==> src/rtl/data_mem_sweep.sv <==
// Parametrised single-port data memory with a post-reset clear sweep, registered
// reads, write-first bypass and out-of-range flagging. Optional macro: DMEM_PARITY_EN.
module data_mem_sweep #(
    parameter int unsigned    W       = 8,
    parameter int unsigned    A       = 8,
    parameter int unsigned    DEPTH   = 2**A,
    parameter logic [W-1:0]   CLR_VAL = '0
) (
    input  logic         clk,
    input  logic         reset,
    input  logic [W-1:0] data_to_write,
    input  logic [A-1:0] addr,
    input  logic         read_enabled,
    input  logic         write_enabled,
    input  logic         par_flip,
    output logic         ready,
    output logic         rd_valid,
    output logic [W-1:0] data_out,
    output logic         addr_err,
    output logic         parity_err
);

`ifdef DMEM_PARITY_EN
    localparam int unsigned EW = W + 1;
`else
    localparam int unsigned EW = W;
`endif

    localparam logic [A-1:0] LAST      = A'(DEPTH - 1);
    localparam logic [A:0]   DEPTH_EXT = (A+1)'(DEPTH);

    typedef enum logic {CLEAR, READY} state_t;

    state_t         state, state_nx;
    logic [A-1:0]   ptr, ptr_nx;
    logic           mem_we;
    logic [A-1:0]   mem_waddr;
    logic [EW-1:0]  mem_wdata;
    logic [EW-1:0]  clr_word;
    logic [EW-1:0]  wr_word;
    logic [EW-1:0]  rd_word;
    logic           in_range;
    logic           par_bad;

    logic [EW-1:0]  core [DEPTH];

    // Stored word carries an even-parity bit above the data when parity is enabled.
`ifdef DMEM_PARITY_EN
    assign clr_word = {^CLR_VAL, CLR_VAL};
    assign wr_word  = {(^data_to_write) ^ par_flip, data_to_write};
    assign par_bad  = ^rd_word;
`else
    logic unused_par_flip;
    assign unused_par_flip = par_flip;
    assign clr_word = CLR_VAL;
    assign wr_word  = data_to_write;
    assign par_bad  = 1'b0;
`endif

    assign in_range = ({1'b0, addr} < DEPTH_EXT);
    assign rd_word  = core[addr];
    assign ready    = (state == READY);

    always_ff @(posedge clk) begin
        if (reset) begin
            state <= CLEAR;
            ptr   <= '0;
        end else begin
            state <= state_nx;
            ptr   <= ptr_nx;
        end
    end

    always_comb begin
        state_nx  = state;
        ptr_nx    = ptr;
        mem_we    = 1'b0;
        mem_waddr = ptr;
        mem_wdata = clr_word;
        case (state)
            CLEAR: begin
                mem_we = 1'b1;
                if (ptr == LAST) begin
                    state_nx = READY;
                    ptr_nx   = '0;
                end else begin
                    ptr_nx = ptr + 1'b1;
                end
            end
            READY: begin
                if (write_enabled && in_range) begin
                    mem_we    = 1'b1;
                    mem_waddr = addr;
                    mem_wdata = wr_word;
                end
            end
            default: state_nx = CLEAR;
        endcase
    end

    // The array is never written in a reset cycle; the sweep restarts afterwards.
    always_ff @(posedge clk) begin
        if (!reset && mem_we) begin
            core[mem_waddr] <= mem_wdata;
        end
    end

    always_ff @(posedge clk) begin
        if (reset) begin
            rd_valid   <= 1'b0;
            data_out   <= '0;
            addr_err   <= 1'b0;
            parity_err <= 1'b0;
        end else if (state == READY) begin
            rd_valid   <= read_enabled;
            addr_err   <= (read_enabled || write_enabled) && !in_range;
            parity_err <= 1'b0;
            if (read_enabled) begin
                if (!in_range) begin
                    data_out <= '0;
                end else if (write_enabled) begin
                    data_out <= data_to_write;
                end else begin
                    data_out   <= rd_word[W-1:0];
                    parity_err <= par_bad;
                end
            end
        end else begin
            rd_valid   <= 1'b0;
            addr_err   <= 1'b0;
            parity_err <= 1'b0;
        end
    end

endmodule

==> config.mk <==
export PLATFORM = sky130hd
export DESIGN_NAME = data_mem_sweep
export DESIGN_NICKNAME = d
export VERILOG_FILES = /design/src/rtl/data_mem_sweep.sv
export SDC_FILE = /design/constraint.sdc
export NUM_CORES = 2
export LEC_CHECK = 0
export CAP_MARGIN = 20
export CORE_MARGIN = 2
export CORE_UTILIZATION = 23
export CTS_BUF_LIST = sky130_fd_sc_hd__clkbuf_4 sky130_fd_sc_hd__clkbuf_8
export DETAILED_ROUTE_END_ITERATION = 12
export SYNTH_ARGS = -nofsm -noshare
export SYNTH_HDL_FRONTEND = slang
export SYNTH_SLANG_ARGS = --single-unit
==> constraint.sdc <==
create_clock -name clk -period 30 [get_ports clk]
set_input_delay 6 -clock clk [delete_from_list [all_inputs] [get_ports clk]]
set_output_delay 6 -clock clk [all_outputs]
set_load 0.005 [all_outputs]
==> results.md <==
- The aggregate global-route resource usage is 12.6%.
- The core utilization of the finished layout is 26.4%.
- After synthesis, the largest family of logic cells by area is multiplexers.
- For the final routed database, the setup TNS stands at 0 ns.
- The share of the clock period used by the worst path is 37.6%.
- Entering global routing, the biggest net connects 174 pins.
- Synthesis inferred 2066 register bits.
- The synthesized netlist devotes 3.44% of its cell area to compound gates.
- The critical path is of the in -> reg type.
- Clock latency on the worst-skew pair, taken at its later pin, is 1.05 ns.
- The XOR/XNOR share of the synthesized area is 0.108%.
- The first routing iteration left 5920 violations.
- The via count of the first global-routing pass was 42900.
- The normalized max-slew margin is 18.7%.
- The stage delay of the slowest cell on the critical path is 1.22 ns.
- Data on the critical path is required at its endpoint by 30.64 ns.
- By instance count, the cell type seen most on the critical path is sky130_fd_sc_hd__buf_4.
- Wires add up to 233000 µm.
- The library cell occupying the most area in the post-synthesis netlist is sky130_fd_sc_hd__edfxtp_1.
- The worst setup path is captured at a flip-flop.
- The number of iterations in the first detailed-routing pass is 7.
- By area the synthesized netlist is led by sky130_fd_sc_hd__edfxtp_1, sky130_fd_sc_hd__mux4_2, sky130_fd_sc_hd__mux2i_1.
- The x dimension of the die is 599 µm.
- The count of cells resized by post-cts repair is 0.
- The number of fillers in the final layout is 35100.
- The I/O pin total is 33.
- Timing would allow up to 88.6 MHz.
- The effective utilization at floorplan is 23.1%.
- The area growth from synthesis to layout is 14.5%.
- The hold violation total from the final report was 0.
- In this run the worst hold path is classified as reg -> reg.
- The overall via count from detail_route is 43100.
- The transition at the pin with the smallest max-transition slack is 1.22 ns.
- The number of synthesized flops with an enable pin is 2048.
- Using the TritonRoute via totals, the vias-per-cell ratio works out to 4.63.
- TritonCTS built the clock tree.
- The maximum fanout count along the critical path is 99.
- The HPWL reported at the end of detailed placement is 143000 µm.
- Of the synthesized area, sequential elements account for 75.9%.
- The max-capacitance violation count is 0.
- The critical path goes through buf_8 -> buf_4 -> buf_12 -> buf_4 -> nand2_1 -> o21ai_1 -> nand3_2 -> nor2_1.
- Data arrives at the worst endpoint at 11.93 ns.
- The die outline height is 599 µm.
- Post-CTS timing repair inserted 0 buffers for setup.
- Setup violations remaining at the end of the flow were counted as 0.
- At the placement stage, the worst setup path has a slack of 17.84 ns.
- The synthesized netlist devotes 0.0154% of its cell area to adder and majority cells.
- The clock root buffer is sky130_fd_sc_hd__clkbuf_8.
- After global routing the overflow that remains totals 0.
- The number of antenna violations at the first check in global routing is 12.
- The final hold slack is 0.617 ns.
- The maximum level of the CTS H-tree is 5.
- After the last flow step, the layout net total stands at 4374.
- The fraction of registers with async set/reset is 0%.
- The row count is 218.
- The count of final max-slew check failures is 0.
- During placement, the flow inserted port buffers numbering 29.
- Setup repair after global routing left no endpoint under its margin.
- Counting I/O delays and the setup requirement, the final critical path takes 11.29 ns.
- For this run, the number of Yosys warnings is 0.
- The peak ir drop on the vdd network is 38.3 µV.
- In this run the cell area of the synthesized design comes to 0.0815 mm².
- The placer's final routability congestion estimate is 0.905.
- The slowest library cell on the worst path is sky130_fd_sc_hd__nor2_1.
- The overall power consumption is 0.00564 W.
- The number of buffers inserted for hold repair after clock tree synthesis is 0.
- The die covers 0.359 mm².
- The flow ran to the end, and the final reports show no timing, DRC or antenna violations.
- In this run the remaining antenna-violating nets after routing total 0.
- The number of clock sinks seen by CTS is 2066.
- Cells with a size suffix above 1 make up 22.3% of the layout.
- For this run, the leading register cell type out of synthesis is sky130_fd_sc_hd__edfxtp_1.
- The first global-routing pass estimated 326000 µm of wire.
- Across the routed clock network, the largest skew measured is 0.0815 ns.
- Clock tree synthesis inserted a total of 336 buffers.
- The worst setup slack after layout is 18.71 ns.
- After synthesis, the share of cell area in mux cells is 14.6%.
- After clock tree synthesis, the clock-pin slew on the worst setup and hold paths is 0.07 ns.
- Power spread over the standard cell area amounts to 60.5 mW/mm².
- STA classifies the critical path startpoint as a primary input.
- After Yosys synthesis, and, or, nand and nor cells account for 4.01% of the synthesized area.
- The floorplan step defined a core boundary enclosing 0.353 mm².
- The maximum root-to-sink buffer count is 4.
- The count of distinct cell types in the synthesized netlist is 77.
- The average cell area after synthesis is 19.7 µm².
- For this design the static power due to leakage is 31.6 nW.
- The DRC violation count after routing is 0.
- In the final routed layout, each cell accounts on average for 25.0 µm.
- Synthesis produced a netlist whose cell count is 4138.
- The share of synthesized area in the top cell type comes to 75.5%.
## cells in the mapped netlist, types with 24 or more instances
cell	number
sky130_fd_sc_hd__edfxtp_1	2048
sky130_fd_sc_hd__mux4_2	378
sky130_fd_sc_hd__nor2_1	325
sky130_fd_sc_hd__mux2i_1	280
sky130_fd_sc_hd__nand2_1	140
sky130_fd_sc_hd__clkbuf_1	91
sky130_fd_sc_hd__buf_2	78
sky130_fd_sc_hd__a22oi_1	77
sky130_fd_sc_hd__a21oi_1	60
sky130_fd_sc_hd__nand3_1	53
sky130_fd_sc_hd__o22ai_1	52
sky130_fd_sc_hd__o21ai_0	47
sky130_fd_sc_hd__nor3_1	33
sky130_fd_sc_hd__buf_6	32
sky130_fd_sc_hd__o221ai_1	30
sky130_fd_sc_hd__and2_1	27
sky130_fd_sc_hd__buf_4	24
## routing by layer
layer | vias up | routed length [µm] | GRT usage [%]
met3 | 524 | 22600 | 3.23
met2 | 2315 | 108000 | 19.9
met1 | 22800 | 92400 | 16.5
li1 | 17500 | - | -
met5 | - | 40 | 0.0267
met4 | 6 | 9800 | 5.16
## report_power, final
part	total [W]	internal [W]	switching (W)
Sequential	0.00313	0.00313	0.00000141
Combinational	0.000223	0.0000756	0.000147
Clock	0.00229	0.00121	0.00109
## worst max-delay path, delay by kind of cell
kind                   cells  cell delay, ns
buffers and inverters      4            2.50
and+or+nand+nor            3            2.41
AOI/OAI and AO/OA          1            0.68
## metrics by stage
step	instance area [µm²]	instances
detailed placement	87100	8738
finish	93300	9307
global route	93300	9305
floorplan	81500	4139
global placement	87100	8735
CTS	93200	9294
## worst paths after layout
path | start | endpoint | slack (ns) | depth (start not counted)
worst max-delay path | addr[1] | core[99][7]$_DFFE_PP_ | 18.71 | 8
worst min-delay path | ptr[6]$_SDFFE_PP0N_ | ptr[6]$_SDFFE_PP0N_ | 0.62 | 2
worst max register to register | ready$_SDFF_PP0_ | core[209][2]$_DFFE_PP_ | 25.00 | 5
worst min register to register | ptr[6]$_SDFFE_PP0N_ | ptr[6]$_SDFFE_PP0N_ | 0.62 | 2
## cell families (layout without fill, tap and decap cells)
logic type | count (synthesis) | after routing
AOI/OAI and AO/OA | 400 | 400
DFF | 2066 | 2066
and+or+nand+nor | 708 | 708
muxes | 693 | 693
xor gates and xnor gates | 10 | 10
buffers and inverters | 259 | 690
adders and majority gates | 1 | 1
other | 1 | 9
## cells in the final DEF, fill, tap and decap left out, types with 22 or more instances in the layout
cell type and n:
sky130_fd_sc_hd__mux4_2 378, sky130_fd_sc_hd__mux2_2 22, sky130_fd_sc_hd__mux2i_1 280, sky130_fd_sc_hd__clkbuf_4 86, sky130_fd_sc_hd__clkinv_2 29, sky130_fd_sc_hd__nand3_1 45
sky130_fd_sc_hd__nand2_1 140, sky130_fd_sc_hd__a21oi_1 59, sky130_fd_sc_hd__o22ai_1 52, sky130_fd_sc_hd__nor2_1 324, sky130_fd_sc_hd__clkinv_1 84, sky130_fd_sc_hd__clkbuf_8 345
sky130_fd_sc_hd__o221ai_1 30, sky130_fd_sc_hd__buf_4 87, sky130_fd_sc_hd__edfxtp_1 2048, sky130_fd_sc_hd__o21ai_0 47, sky130_fd_sc_hd__nor3_1 33, sky130_fd_sc_hd__clkdlybuf4s50_1 22
sky130_fd_sc_hd__a22oi_1 77, sky130_fd_sc_hd__and2_1 27, sky130_fd_sc_hd__a211oi_1 23
## registers in the layout, indices dropped and copies added (netlist names)
signal	flops
core	2048
data_out	8
ptr	8
rd_valid	1
ready	1
## cell type report
| cell class | instances | area [µm²] | area share (%) |
|---|---|---|---|
| flip-flops and latches | 2066 | 61900 | 66.3 |
| multi-input cells | 1814 | 18300 | 19.6 |
| well taps | 4730 | 5920 | 6.35 |
| clock buffers | 429 | 5370 | 5.76 |
| repair buffers | 125 | 1110 | 1.19 |
| clock inverters | 127 | 688 | 0.738 |
| inverters | 9 | 48.8 | 0.0523 |
| diodes | 7 | 17.5 | 0.0188 |
Note: power is estimated with default switching activity, not from simulation.
